==> src/rtl/int_request_ctrl_pkg.sv <==
// Shared types and constants for the interrupt request controller:
// FSM state encoding, vector widths and the edge-type mask helper.
package int_request_ctrl_pkg;

   localparam int HW_IRQ_W  = 6;
   localparam int INT_W     = 8;
   localparam int TIMER_BIT = 7;

   typedef enum logic [1:0] {
      IDLE    = 2'd0,
      PRESENT = 2'd1,
      ACKED   = 2'd2
   } irq_state_t;

   // Bits that behave as sticky edge requests: edge-mode hardware lines plus the timer.
   function automatic logic [INT_W-1:0] edge_type_mask(input logic [HW_IRQ_W-1:0] edge_mode);
      logic [INT_W-1:0] mask;
      mask = '0;
      mask[HW_IRQ_W-1:0] = edge_mode;
      mask[TIMER_BIT] = 1'b1;
      return mask;
   endfunction

endpackage

==> src/rtl/int_request_ctrl_if.sv <==
// CP0 handshake and software control bus of the interrupt request controller.
interface int_request_ctrl_if;
   import int_request_ctrl_pkg::*;

   logic [INT_W-1:0] int_o;
   logic [INT_W-1:0] pending_o;
   logic             entr_ack;
   logic             sr_exl;
   logic             clr_valid;
   logic [INT_W-1:0] clr_mask;
   logic             timer_load;
   logic [31:0]      timer_period;

   modport master (
      output int_o, pending_o,
      input  entr_ack, sr_exl, clr_valid, clr_mask, timer_load, timer_period
   );

   modport slave (
      input  int_o, pending_o,
      output entr_ack, sr_exl, clr_valid, clr_mask, timer_load, timer_period
   );

endinterface

==> src/rtl/int_request_ctrl_irq_sync.sv <==
// Two-flop synchronizer for one raw interrupt line plus a delay flop for
// rising-edge detection on the synchronized value.
module irq_sync (
   input  logic clk,
   input  logic resetn,
   input  logic irq,
   output logic level,
   output logic rise
);

   logic s1, s2, s3;

   always_ff @(posedge clk or negedge resetn) begin
      if (!resetn) begin
         s1 <= 1'b0;
         s2 <= 1'b0;
         s3 <= 1'b0;
      end else begin
         s1 <= irq;
         s2 <= s1;
         s3 <= s2;
      end
   end

   assign level = s2;
   assign rise  = s2 & ~s3;

endmodule

==> src/rtl/int_request_ctrl.sv <==
// Interrupt request controller: collects synchronized hardware lines and a
// periodic timer into a pending register and presents snapshots to CP0.
module int_request_ctrl
   import int_request_ctrl_pkg::*;
(
   input  logic                clk,
   input  logic                resetn,
   input  logic [HW_IRQ_W-1:0] irq_in,
   input  logic [HW_IRQ_W-1:0] edge_mode,
   int_request_ctrl_if.master  bus
);

   logic [HW_IRQ_W-1:0] sync_level;
   logic [HW_IRQ_W-1:0] sync_rise;

   for (genvar g = 0; g < HW_IRQ_W; g++) begin : g_sync
      irq_sync u_sync (
         .clk    (clk),
         .resetn (resetn),
         .irq    (irq_in[g]),
         .level  (sync_level[g]),
         .rise   (sync_rise[g])
      );
   end

   logic [31:0] period;
   logic [31:0] count;
   logic        timer_fire;

   // A load takes priority over a terminal count on the same edge.
   assign timer_fire = !bus.timer_load && (period != 32'd0) && (count == 32'd1);

   always_ff @(posedge clk or negedge resetn) begin
      if (!resetn) begin
         period <= '0;
         count  <= '0;
      end else if (bus.timer_load) begin
         period <= bus.timer_period;
         count  <= bus.timer_period;
      end else if (period != 32'd0) begin
         if (count == 32'd1) begin
            count <= period;
         end else begin
            count <= count - 32'd1;
         end
      end
   end

   irq_state_t       state, next_state;
   logic [INT_W-1:0] int_q, int_next;
   logic [INT_W-1:0] pending, pending_next;
   logic [INT_W-1:0] edge_type, sw_clr, ack_clr, set_vec, level_vec;

   assign edge_type = edge_type_mask(edge_mode);
   assign sw_clr    = bus.clr_valid ? (bus.clr_mask & edge_type) : '0;
   assign ack_clr   = (state == PRESENT && bus.entr_ack) ? (int_q & edge_type) : '0;

   // Level lines follow the synchronizer; edge bits are sticky and a set beats any clear.
   always_comb begin
      set_vec   = '0;
      level_vec = '0;
      set_vec[HW_IRQ_W-1:0]   = sync_rise & edge_mode;
      set_vec[TIMER_BIT]      = timer_fire;
      level_vec[HW_IRQ_W-1:0] = sync_level & ~edge_mode;
      pending_next = (((pending & ~(sw_clr | ack_clr)) | set_vec) & edge_type) | level_vec;
   end

   always_comb begin
      next_state = state;
      int_next   = int_q;
      case (state)
         IDLE: begin
            int_next = '0;
            if (pending != '0 && !bus.sr_exl) begin
               int_next   = pending;
               next_state = PRESENT;
            end
         end
         PRESENT: begin
            if (bus.entr_ack) begin
               int_next   = '0;
               next_state = ACKED;
            end else if ((sw_clr & int_q) != '0) begin
               int_next   = '0;
               next_state = IDLE;
            end
         end
         ACKED: begin
            int_next = '0;
            if (!bus.sr_exl) begin
               next_state = IDLE;
            end
         end
         default: begin
            int_next   = '0;
            next_state = IDLE;
         end
      endcase
   end

   always_ff @(posedge clk or negedge resetn) begin
      if (!resetn) begin
         state   <= IDLE;
         int_q   <= '0;
         pending <= '0;
      end else begin
         state   <= next_state;
         int_q   <= int_next;
         pending <= pending_next;
      end
   end

   assign bus.int_o     = int_q;
   assign bus.pending_o = pending;

endmodule

==> src/flat_wrapper.sv <==
// flat-port wrapper written by rule: the top's interface ports become plain ports
module int_request_ctrl_flat import int_request_ctrl_pkg::*;
  (clk, resetn, irq_in, edge_mode, bus_int_o, bus_pending_o, bus_entr_ack, bus_sr_exl, bus_clr_valid, bus_clr_mask, bus_timer_load, bus_timer_period);
  int_request_ctrl_if bus_i ();
  input  logic clk;
  input  logic resetn;
  input  logic [HW_IRQ_W-1:0] irq_in;
  input  logic [HW_IRQ_W-1:0] edge_mode;
  output wire logic [$bits(bus_i.int_o)-1:0] bus_int_o;
  output wire logic [$bits(bus_i.pending_o)-1:0] bus_pending_o;
  input wire logic [$bits(bus_i.entr_ack)-1:0] bus_entr_ack;
  input wire logic [$bits(bus_i.sr_exl)-1:0] bus_sr_exl;
  input wire logic [$bits(bus_i.clr_valid)-1:0] bus_clr_valid;
  input wire logic [$bits(bus_i.clr_mask)-1:0] bus_clr_mask;
  input wire logic [$bits(bus_i.timer_load)-1:0] bus_timer_load;
  input wire logic [$bits(bus_i.timer_period)-1:0] bus_timer_period;
  assign bus_int_o = bus_i.int_o;
  assign bus_pending_o = bus_i.pending_o;
  assign bus_i.entr_ack = bus_entr_ack;
  assign bus_i.sr_exl = bus_sr_exl;
  assign bus_i.clr_valid = bus_clr_valid;
  assign bus_i.clr_mask = bus_clr_mask;
  assign bus_i.timer_load = bus_timer_load;
  assign bus_i.timer_period = bus_timer_period;
  int_request_ctrl u_core (.clk(clk), .resetn(resetn), .irq_in(irq_in), .edge_mode(edge_mode), .bus(bus_i));
endmodule
==> config.mk <==
export PLATFORM = sky130hd
export DESIGN_NAME = int_request_ctrl_flat
export DESIGN_NICKNAME = d
export VERILOG_FILES = /design/src/rtl/int_request_ctrl_pkg.sv /design/src/rtl/int_request_ctrl_if.sv /design/src/rtl/int_request_ctrl_irq_sync.sv /design/src/rtl/int_request_ctrl.sv /design/src/flat_wrapper.sv
export SDC_FILE = /design/constraint.sdc
export NUM_CORES = 1
export LEC_CHECK = 0
export ABC_AREA = 1
export CORE_UTILIZATION = 50
export CTS_CLUSTER_DIAMETER = 40
export DETAILED_ROUTE_END_ITERATION = 10
export PLACE_DENSITY = 0.74
export SLEW_MARGIN = 20
export SYNTH_ARGS = -nofsm -noshare
export SYNTH_HDL_FRONTEND = slang
export SYNTH_SLANG_ARGS = --single-unit
==> constraint.sdc <==
create_clock -name clk -period 3.9 [get_ports clk]
set_input_delay 1.17 -clock clk [delete_from_list [all_inputs] [get_ports clk]]
set_output_delay 1.17 -clock clk [all_outputs]
set_load 0.01 [all_outputs]
==> results of run 1 <==
## layout make-up
type                            instances  area [um^2]  share of cell area (%)
Clock buffer                            9        123.9                   1.902
Sequential cell                        98         2452                   37.65
Clock inverter                          7        73.82                   1.133
Multi-Input combinational cell        566         2561                   39.32
Timing Repair Buffer                   77        750.7                   11.53
Inverter                              100        376.6                   5.782
Tap cell                              140        175.2                   2.689
## power breakdown
group | leakage (nW) | total, mW | internal [mW] | switching (mW)
clock network | 0.100 | 0.685 | 0.301 | 0.384
registers | 1.19 | 1.22 | 1.12 | 0.0954
logic | 2.02 | 0.526 | 0.222 | 0.303
total | 3.31 | 2.43 | 1.65 | 0.783
## flip-flops by register name (all words and copies together) (netlist names)
register	count
u_core.g_sync.u_sync.s1	6
u_core.g_sync.u_sync.s3	6
u_core.bus.pending_o	7
u_core.g_sync.u_sync.level	6
u_core.bus.int_o	7
u_core.period	32
u_core.count	32
u_core.state	2
## path summary, 6_finish.rpt
kind                                             from                            end  slack, ns  cells past startpoint
max in group asynchronous                      resetn              u_core.period[24]       2.25                      2
min reg2reg                u_core.g_sync[0].u_sync.s1  u_core.g_sync[0].u_sync.level       0.36                      0
max                               u_core.bus.int_o[7]                   bus_int_o[7]       1.38                      1
max reg2reg                          u_core.count[24]               u_core.count[17]       1.75                     10
min in group asynchronous                      resetn        u_core.bus.pending_o[5]       0.82                      1
min                        u_core.g_sync[0].u_sync.s1  u_core.g_sync[0].u_sync.level       0.36                      0
## kinds of logic (layout without fill, tap and decap cells)
logic type / Yosys count / in the layout / synth area share (%)
buffers and inverters: 124 / 193 / 9.371
AOI/OAI and AO/OA: 56 / 56 / 5.795
other: 1 / 2 / 0.06784
and+or+nand+nor: 498 / 498 / 38.68
xor gates and xnor gates: 8 / 8 / 1.268
adders and majority gates: 2 / 2 / 0.4526
DFF: 98 / 98 / 44.36
## synth_stat cells
master and number:
a21boi_0 1, a21oi_1 23, buf_2 8, buf_4 5
buf_6 3, clkbuf_1 8, clkinv_2 1, conb_1 1
dfrtp_1 98, ha_1 2, inv_1 93, inv_2 6
nand2_1 251, nand2_2 7, nand2_4 2, nand3_1 72
nand3_2 1, nand3b_1 5, nand4_1 16, nor2_1 119
nor2_2 17, nor2_4 4, nor3_1 1, o2111ai_1 6
o21ai_0 15, o21ai_1 1, o21bai_1 1, o22ai_1 8
o31ai_1 1, or2_2 3, xnor2_1 3, xor2_1 5
## per-stage QoR
stage / area [um^2] / instances / hold WS [ns] / setup slack [ns]
5_1_grt: 6514 / 997 / 0.3668 / 1.308
2_1_floorplan: 5532 / 788 / 0.3312 / 1.701
3_3_place_gp: 6316 / 981 / 0.3317 / 1.136
4_1_cts: 6514 / 997 / 0.3589 / 1.353
3_5_place_dp: 6316 / 981 / 0.3358 / 1.069
6_report: 6514 / 997 / 0.3588 / 1.377
## layer usage
layer / part of all wire [%] / track usage (%)
met1: 47 / 36.58
met2: 45 / 41.24
met3: 5.4 / 4.863
met4: 2.5 / 11.55
met5: 0 / 0
==> results.py, run 1 <==
metrics = {
    "die": {
        "initial_utilization_pct": 51.22,
        "io_pins": 74,
        "core_area_mm2": 0.01079,
        "die_x_um": 107.1,
        "dieArea_mm2": 0.01148,
        "die_h_um": 107.1,
        "rows": 38,
    },
    "sta": {
        "hold_viol": 0,
        "period_share_pct": 64.68,
        "post-route-min-period_ns": 2.523,
        "fin_setup_tns_ns": 0,
        "rsz0062_at_grt": "false",
        "slew_headroom_pct": 50.59,
        "setup_viol": 0,
        "max_freq_ghz": 0.3964,
        "skew_ns": 0.01181,
        "worst_pin_slew_ns": 0.7411,
        "slew_violations": 0,
    },
    "drt": {
        "drt_first_pass_iters": 4,
        "wl_per_cell_um": 14.13,
        "drtIter0Drc": 346,
        "postRouteAntennaNets": 0,
        "vias_per_cell": 5.094,
        "drcViolationCount": 0,
        "num_vias": 5079,
        "wirelength_mm": 14.09,
    },
    "setup_path": {
        "cp_max_fo": 4,
        "cp_top_family": "buffers and inverters",
        "cp-start-kind": "flop",
        "crit_type": "flop to output port",
        "max_stage_delay_ns": 0.56,
        "crit_slowest_cell": "clkdlybuf4s50_1",
        "end_kind": "output port",
        "cp.required_ns": 2.73,
        "path_cells": "clkdlybuf4s50_1",
        "crit_buf_inv": 1,
        "critPathArrivalTime_ns": 1.35,
    },
    "global_routing": {
        "grt_pass1_wl_mm": 23.43,
        "grt_pass1_vias": 4901,
        "track_usage_pct": 26.65,
        "grt_max_degree": 61,
        "globalRoute.totalOverflow": 0,
        "antenna_found_initial": 0,
    },
    "placement": {
        "portBuffers": 70,
        "dp_hpwl_mm": 10.16,
        "gp_congestion": 0.9175,
    },
    "clock_network": {
        "path_clk_slew_ns": 0.09,
        "htree_levels": 3,
        "hold_buffers": 0,
        "cts_tree": "done",
        "clock_path_buffers": 2,
        "cts_resized": 0,
        "cts_made_buffers": 9,
        "cts_root_buffer": "clkbuf_8",
        "cts_num_sinks": 98,
        "clk_latency_ns": 0.40,
        "cts_setup_buffers": 0,
    },
    "yosys": {
        "synth_top_area_cell": "dfrtp_1",
        "yosys_warnings": 0,
        "yosysSeqAreaShare_pct": 44.36,
        "avgSynthCellArea_um2": 7.024,
        "synth_area_leaders": "dfrtp_1 (44%), nand2_1 (17%), nor2_1 (8.1%), nand3_1 (6.5%), inv_1 (6.3%)",
        "synth_top_area_share_pct": 44.36,
        "syn_inst": 787,
        "synth_area_mm2": 0.005528,
        "synth-seq-cells": 98,
        "synthDistinctLibCells": 32,
    },
    "cells_and_area": {
        "diodes": 0,
        "drive_above_1_share_pct": 7.585,
        "fin_nets": 912,
        "area_growth_pct": 17.84,
        "final_common_cell": "nand2_1",
        "fill_cells": 993,
        "final_util_pct": 60.35,
        "most-common-layout-cells": "nand2_1 (251), nor2_1 (119), dfrtp_1 (98)",
    },
    "run_status": {
        "status": "completed",
    },
    "pwr": {
        "total_leakage_power_nw": 3.313,
        "power_density_mw_per_mm2": 372.9,
        "power_mw": 2.429,
        "vdd_drop_max_mv": 0.2759,
    },
    "flow_run": {
        "max_cap_violations": 0,
    },
    "hold_path": {
        "hold_class": "flop to flop",
    },
}
Power figures use the tool's default switching activity.
==> inputs of run 2 (changes only) <==
Settings changed: PLACE_DENSITY 0.74 to 0.76.
Clock period 3.9 ns to 2.3 ns, I/O delays scaled along.
==> results.py, run 2 (synthesis gave the netlist of run 1 again) <==
metrics = {
    "run_status": {
        "status": "completed",
    },
    "clock_network": {
        "clock_path_buffers": 2,
        "cts_num_sinks": 98,
        "path_clk_slew_ns": 0.10,
        "cts_made_buffers": 9,
        "htree_levels": 3,
        "cts_tree": "done",
        "cts_root_buffer": "clkbuf_8",
        "cts_resized": 0,
        "hold_buffers": 0,
        "clk_latency_ns": 0.38,
        "cts_setup_buffers": 0,
    },
    "sta": {
        "setup_viol": 0,
        "skew_ns": 0.01596,
        "fin_setup_tns_ns": 0,
        "post-route-min-period_ns": 2.023,
        "worst_pin_slew_ns": 0.5256,
        "max_freq_ghz": 0.4944,
        "rsz0062_at_grt": "false",
        "hold_viol": 0,
        "slew_headroom_pct": 64.89,
        "period_share_pct": 87.94,
        "slew_violations": 0,
    },
    "drt": {
        "wirelength_mm": 14.42,
        "vias_per_cell": 5.271,
        "drt_first_pass_iters": 5,
        "wl_per_cell_um": 14.41,
        "drcViolationCount": 0,
        "num_vias": 5276,
        "postRouteAntennaNets": 0,
        "drtIter0Drc": 325,
    },
    "setup_path": {
        "end_kind": "output port",
        "max_stage_delay_ns": 0.55,
        "critPathArrivalTime_ns": 1.33,
        "cp_top_family": "buffers and inverters",
        "critical_path.reg2reg.startpoint": "u_core.period[2]",
        "r2r_cells": 10,
        "crit_type": "flop to output port",
        "crit_slowest_cell": "clkdlybuf4s50_1",
        "cp_max_fo": 4,
        "cp-start-kind": "flop",
        "crit_buf_inv": 1,
        "path_cells": "clkdlybuf4s50_1",
        "cp.required_ns": 1.61,
        "r2r_end": "u_core.count[4]",
        "r2r_setup_slack_ns": 0.35,
    },
    "pwr": {
        "vdd_drop_max_mv": 0.3806,
        "total_leakage_power_nw": 3.348,
        "power_density_mw_per_mm2": 623.3,
    },
    "global_routing": {
        "grt_pass1_vias": 5043,
        "grt_max_degree": 45,
        "globalRoute.totalOverflow": 0,
        "grt_pass1_wl_mm": 23.94,
        "antenna_found_initial": 0,
        "track_usage_pct": 27.23,
    },
    "placement": {
        "postPlaceCellArea_mm2": 0.006391,
        "gp_congestion": 0.9087,
        "portBuffers": 70,
        "dp_hpwl_mm": 10.49,
    },
    "cells_and_area": {
        "diodes": 0,
        "area_growth_pct": 19.10,
        "fill_cells": 1007,
        "most-common-layout-cells": "nand2_1 (251), nor2_1 (119), dfrtp_1 (98)",
        "drive_above_1_share_pct": 7.898,
        "final_common_cell": "nand2_1",
        "fin_nets": 917,
        "largestRegisters": "u_core.count x32, u_core.period x32",
        "stdcell_area_mm2": 0.006584,
    },
    "die": {
        "core_area_mm2": 0.01079,
        "initial_utilization_pct": 51.22,
        "die_x_um": 107.1,
        "io_pins": 74,
        "rows": 38,
        "dieArea_mm2": 0.01148,
        "die_h_um": 107.1,
    },
    "hold_path": {
        "hold_class": "input pin to async pin",
    },
    "flow_run": {
        "max_cap_violations": 0,
    },
}
## run 2: worst max-delay path by stage
stage                                  from  cells after the start          endpoint  slack [ns]
floorplan                    bus_timer_load                      8   u_core.count[3]        0.58
global placement             bus_timer_load                      7  u_core.count[15]        0.09
detailed placement           bus_timer_load                      7  u_core.count[19]        0.04
CTS                 u_core.bus.pending_o[5]                      1  bus_pending_o[5]        0.26
global route               u_core.count[24]                     10  u_core.count[29]        0.15
finish                  u_core.bus.int_o[7]                      1      bus_int_o[7]        0.28
## run 2: power by group
part	total, mW	switching, mW	leakage, nW	internal [mW]
sequential	2.07	0.165	1.19	1.90
clock	1.14	0.610	0.0958	0.529
combinational	0.895	0.508	2.06	0.387
total	4.10	1.28	3.35	2.82
## run 2: stage by stage
stage / hold slack (ns) / total power, mW / cells / utilization [%] / worst slack [ns]
after floorplan: 0.3312 / 2.603 / 788 / - / 0.5807
after CTS: 0.2172 / 4.132 / 1001 / 61.00 / 0.2586
after global routing: 0.2251 / 4.340 / 1001 / 61.00 / 0.1506
after detailed placement: 0.3347 / 2.992 / 986 / 59.22 / 0.04463
after global placement: 0.3344 / 2.961 / 986 / 59.22 / 0.09417
final: 0.2176 / 4.104 / 1001 / 61.00 / 0.2773
## run 2: final cells by class
class	instances	area (um^2)	share of cell area, %
clock inverter	4	51.30	0.7792
sequential	98	2452	37.25
multi-input combinational	566	2561	38.90
inverter	100	376.6	5.720
tap	140	175.2	2.661
clock buffer	11	141.4	2.147
timing repair buffer	82	825.8	12.54
## run 2: per-layer routing
metal	track usage (%)	wire length (um)	share of wire, %
met2	43.23	6696	46
met5	0	0	0
met3	5.714	857	5.9
met4	11.94	450	3.1
met1	35.96	6420	45
==> inputs of run 3 (changes only) <==
Settings changed: ABC_CLOCK_PERIOD_IN_PS set to 2300, CTS_CLUSTER_SIZE set to 8.
==> results of run 3 <==
Final layout, timing and power as in run 2 (identical DEF).
